**src/rtl/decode.sv**
```systemverilog
// MIPS instruction decoder: combinational control generation from opcode/funct,
// plus a sticky flag that records any unsupported encoding seen since reset.
module decode #(
  parameter logic [5:0] LWSO_OPC = 6'b111111
) (
  input  logic        clk,
  input  logic        reset,
  input  logic [31:0] instr,
  output logic        RegWrite,
  output logic [1:0]  RegDst,
  output logic        ALUSrc,
  output logic [2:0]  ALUOp,
  output logic        ExtOp,
  output logic        MemWrite,
  output logic [1:0]  MemtoReg,
  output logic        Branch,
  output logic        Jump,
  output logic        JumpReg,
  output logic        lwso,
  output logic        illegal
);

  localparam logic [5:0] OPC_RTYPE = 6'b000000;
  localparam logic [5:0] OPC_ORI   = 6'b001101;
  localparam logic [5:0] OPC_LW    = 6'b100011;
  localparam logic [5:0] OPC_SW    = 6'b101011;
  localparam logic [5:0] OPC_BEQ   = 6'b000100;
  localparam logic [5:0] OPC_LUI   = 6'b001111;
  localparam logic [5:0] OPC_J     = 6'b000010;
  localparam logic [5:0] OPC_JAL   = 6'b000011;

  localparam logic [5:0] FN_ADDU = 6'b100001;
  localparam logic [5:0] FN_SUBU = 6'b100011;
  localparam logic [5:0] FN_JR   = 6'b001000;
  localparam logic [5:0] FN_SLL  = 6'b000000;

  logic [5:0] opcode_s;
  logic [5:0] funct_s;
  logic       reg_write_s;
  logic [1:0] reg_dst_s;
  logic       alu_src_s;
  logic [2:0] alu_op_s;
  logic       ext_op_s;
  logic       mem_write_s;
  logic [1:0] mem_to_reg_s;
  logic       branch_s;
  logic       jump_s;
  logic       jump_reg_s;
  logic       lwso_s;
  logic       supported_s;
  logic       illegal_r;

  assign opcode_s = instr[31:26];
  assign funct_s  = instr[5:0];

  // Control decode: everything defaults to 0, so unsupported encodings act as nop.
  always_comb begin
    reg_write_s  = 1'b0;
    reg_dst_s    = 2'd0;
    alu_src_s    = 1'b0;
    alu_op_s     = 3'd0;
    ext_op_s     = 1'b0;
    mem_write_s  = 1'b0;
    mem_to_reg_s = 2'd0;
    branch_s     = 1'b0;
    jump_s       = 1'b0;
    jump_reg_s   = 1'b0;
    lwso_s       = 1'b0;
    supported_s  = 1'b1;
    if (opcode_s == LWSO_OPC) begin
      // lwso loads like lw; the memory stage does the checked add to rt.
      reg_write_s  = 1'b1;
      alu_src_s    = 1'b1;
      ext_op_s     = 1'b1;
      mem_to_reg_s = 2'd1;
      lwso_s       = 1'b1;
    end else begin
      case (opcode_s)
        OPC_RTYPE: begin
          case (funct_s)
            FN_ADDU: begin
              reg_write_s = 1'b1;
              reg_dst_s   = 2'd1;
              alu_op_s    = 3'd0;
            end
            FN_SUBU: begin
              reg_write_s = 1'b1;
              reg_dst_s   = 2'd1;
              alu_op_s    = 3'd1;
            end
            FN_JR:   jump_reg_s  = 1'b1;
            FN_SLL:  supported_s = 1'b1;
            default: supported_s = 1'b0;
          endcase
        end
        OPC_ORI: begin
          reg_write_s = 1'b1;
          alu_src_s   = 1'b1;
          alu_op_s    = 3'd2;
          ext_op_s    = 1'b0;
        end
        OPC_LUI: begin
          reg_write_s = 1'b1;
          alu_src_s   = 1'b1;
          alu_op_s    = 3'd3;
        end
        OPC_LW: begin
          reg_write_s  = 1'b1;
          alu_src_s    = 1'b1;
          ext_op_s     = 1'b1;
          mem_to_reg_s = 2'd1;
        end
        OPC_SW: begin
          alu_src_s   = 1'b1;
          ext_op_s    = 1'b1;
          mem_write_s = 1'b1;
        end
        OPC_BEQ: begin
          branch_s = 1'b1;
          alu_op_s = 3'd1;
        end
        OPC_J:   jump_s = 1'b1;
        OPC_JAL: begin
          jump_s       = 1'b1;
          reg_write_s  = 1'b1;
          reg_dst_s    = 2'd2;
          mem_to_reg_s = 2'd2;
        end
        default: supported_s = 1'b0;
      endcase
    end
  end

  // Sticky illegal-encoding flag; reset takes priority over a concurrent bad instr.
  always_ff @(posedge clk) begin
    if (reset) begin
      illegal_r <= 1'b0;
    end else if (!supported_s) begin
      illegal_r <= 1'b1;
    end else begin
      illegal_r <= illegal_r;
    end
  end

  assign RegWrite = reg_write_s;
  assign RegDst   = reg_dst_s;
  assign ALUSrc   = alu_src_s;
  assign ALUOp    = alu_op_s;
  assign ExtOp    = ext_op_s;
  assign MemWrite = mem_write_s;
  assign MemtoReg = mem_to_reg_s;
  assign Branch   = branch_s;
  assign Jump     = jump_s;
  assign JumpReg  = jump_reg_s;
  assign lwso     = lwso_s;
  assign illegal  = illegal_r;

endmodule

```
**config.mk**
```make
export PLATFORM = sky130hd
export DESIGN_NAME = decode
export DESIGN_NICKNAME = d
export VERILOG_FILES = /design/src/rtl/decode.sv
export SDC_FILE = /design/constraint.sdc
export NUM_CORES = 1
export LEC_CHECK = 0
export ABC_AREA = 1
export ABC_CLOCK_PERIOD_IN_PS = 1900
export CAP_MARGIN = 0
export CORE_UTILIZATION = 21
export CTS_CLUSTER_SIZE = 14
export DETAILED_ROUTE_END_ITERATION = 12
export PLACE_DENSITY = 0.79
export RECOVER_POWER = 25
export SYNTH_ARGS = -nofsm -noshare
export SYNTH_HDL_FRONTEND = slang
export SYNTH_SLANG_ARGS = --single-unit
export TNS_END_PERCENT = 100
```
**constraint.sdc**
```tcl
create_clock -name clk -period 1.9 [get_ports clk]
set_input_delay 0.57 -clock clk [delete_from_list [all_inputs] [get_ports clk]]
set_output_delay 0.57 -clock clk [all_outputs]
set_load 0.02 [all_outputs]
```
==> impl_metrics.csv <==
group,metric,value,unit
routing,ant_nets,0,
sta,maxSlewViolCount,0,
cells_and_area,syn2layout_area_growth,134,%
setup_path,r2r_slack,1.37,ns
min_path,min_from,"illegal",
die,die_w,40.7,um
min_path,hold_path_class,"flip-flop to flip-flop",
setup_path,cp_data_required_time,1.33,ns
die,coreArea,1350,um^2
sta,finalHoldWorstSlack,0.434,ns
status,status,"finished with violations",
yosys,yosysWarnings,0,
placed_design,io_buffers,28,
clocking,clkLatencyLatePin,0,ns
min_path,min_delay_path_depth,2,
setup_path,r2r_end,"illegal",
yosys,syn_nets,102,
cells_and_area,final_common_cell,"inv_1",
sta,fmax,0.513,GHz
global_route,grt_max_degree,5,
routing,wirelength,1.12,mm
die,dieArea,1650,um^2
die,num_rows,13,
sta,finalClockSkew,0,ns
sta,min_period_over_period,103,%
cells_and_area,most-common-layout-cells,"inv_1 (15), buf_4 (11), buf_6 (10)",
setup_path,crit_type,"input port to primary output",
setup_path,worstSetupStartpoint,"instr[28]",
routing,vias,515,
cells_and_area,num_antenna_cells,0,
cells_and_area,drive_gt1_share,62.9,%
job,cap_violations,0,
setup_path,endpoint_kind,"primary output",
placed_design,hpwl,817,um
yosys,ys_ff_latch,1,
die,start_util,23.3,%
sta,hold_viol_final,0,
yosys,yosysUniqueCellTypes,15,
routing,drt-initial-drc-count,9,
routing,vias_per_cell,4.29,
sta,fin_ws,-0.0508,ns
global_route,grt_pass1_vias,461,
routing,drc,0,
sta,fin_crit,1.95,ns
global_route,grtUsageTotal,14.6,%
power_and_ir_drop,p_leak,0.465,nW
setup_path,worstPathCellList,"buf_8 > nor2_4 > buf_4 > nand3_1 > nand2_2 > inv_2 > nand4_1 > buf_6",
setup_path,crit_path_max_incr_delay,0.14,ns
clocking,clkSlewWorstSetupHoldPaths,0,ns
power_and_ir_drop,p_per_area,178,nW/um^2
routing,dr.pass1.iters,4,
setup_path,path_max_fanout,4,
setup_path,critPathSlowestCell,"buf_4",
setup_path,cp_data_arrival_time,1.38,ns
global_route,antenna_found_initial,0,
cells_and_area,num-nets-final,141,
setup_path,reg2reg_from,"illegal",
die,dieHeight,40.7,um
yosys,mappedNetlistArea,314,um^2
status,violations,"setup timing",
global_route,overflow,0,
sta,setup_viol,5,
power_and_ir_drop,totalPowerFinal,0.131,mW
min_path,hold_path_end,"illegal",
cells_and_area,largest_reg_flops,1,
placed_design,gp_congestion,0.786,
routing,wl_per_cell,9.35,um
yosys,synth_area_per_cell,4.62,um^2
sta,grt_setup_unrepaired,"yes",
power_and_ir_drop,ir_worst_vdd,0.0687,mV
setup_path,r2r_cells,2,
setup_path,cp-start-kind,"input port",
yosys,synthCells,68,
yosys,ys_seq_area_share,6.37,%
die,io_pins,50,
global_route,grt_pass1_wl,1.75,mm
## critical path, delay by kind of cell
kind / cells / cell delay [ns]
buffers and inverters: 4 / 0.42
AND/OR/NAND/NOR: 4 / 0.39
## synthesized netlist by cell type
master	count	share of area, %
nor2_2	3	6.0
dfxtp_1	1	6.4
nand4_1	1	2.0
a21oi_1	1	1.6
o211ai_2	1	4.0
nor2_1	12	14
inv_2	2	2.4
conb_1	1	1.2
nor3_1	1	1.6
nand3_1	8	13
o21ai_0	1	1.6
inv_1	19	23
nor3_2	1	3.2
buf_4	1	2.4
nand2_1	15	18
## power by group
part / internal, mW / total (mW) / switching [mW]
Sequential: 0.0230 / 0.0236 / 0.000592
Clock: 0 / 0 / 0
Combinational: 0.0507 / 0.107 / 0.0563
Total: 0.0737 / 0.131 / 0.0569
## worst max-delay path by stage
stage          slack [ns]  endpoint  depth (start not counted)
3_5_place_dp        -0.95  ALUOp[0]                          9
2_1_floorplan        0.02  ALUOp[0]                          4
5_1_grt             -0.14  ALUOp[0]                          9
4_1_cts             -0.07   JumpReg                          7
6_report            -0.05  RegWrite                          8
3_3_place_gp        -0.93  RegWrite                          8
## timing repair
item | 4_1_cts | 5_1_grt
resized for setup | 133 | 22
setup endpoints to repair | 15 | 10
setup buffers | 2 | 1
hold buffers | 0 | 0
pin swaps | 13 | 10
## routing by layer
layer  global-route usage [%]  share of wire [%]
met5                        0                  0
met4                        0                  0
met3                        0                3.7
met2                     29.0                 57
met1                     18.3                 39
## cells by family (layout without fill, tap and decap cells)
logic type,after synthesis,after routing,synth area share (%)
compound gates,3,3,7.17
buf+inv,22,59,27.5
flops,1,1,6.37
other cells,1,1,1.19
simple gates,41,41,57.8
## through the flow
step	util, %	TNS (ns)	cell area, um^2	setup slack [ns]	cells
2_1_floorplan	-	0	325	0.0201	68
3_3_place_gp	49.6	-11.75	669	-0.934	117
3_5_place_dp	49.6	-11.95	669	-0.951	117
4_1_cts	52.5	-0.153	708	-0.0651	119
5_1_grt	54.4	-0.607	734	-0.139	120
6_report	54.4	-0.130	734	-0.0508	120
## area by class of cell
class	instances	area, um^2
Fill cell	148	616
Inverter	21	78.8
Multi-Input combinational cell	45	307
Sequential cell	1	20.0
Tap cell	15	18.8
Timing Repair Buffer	38	310
(Power assumes the default switching activity.)
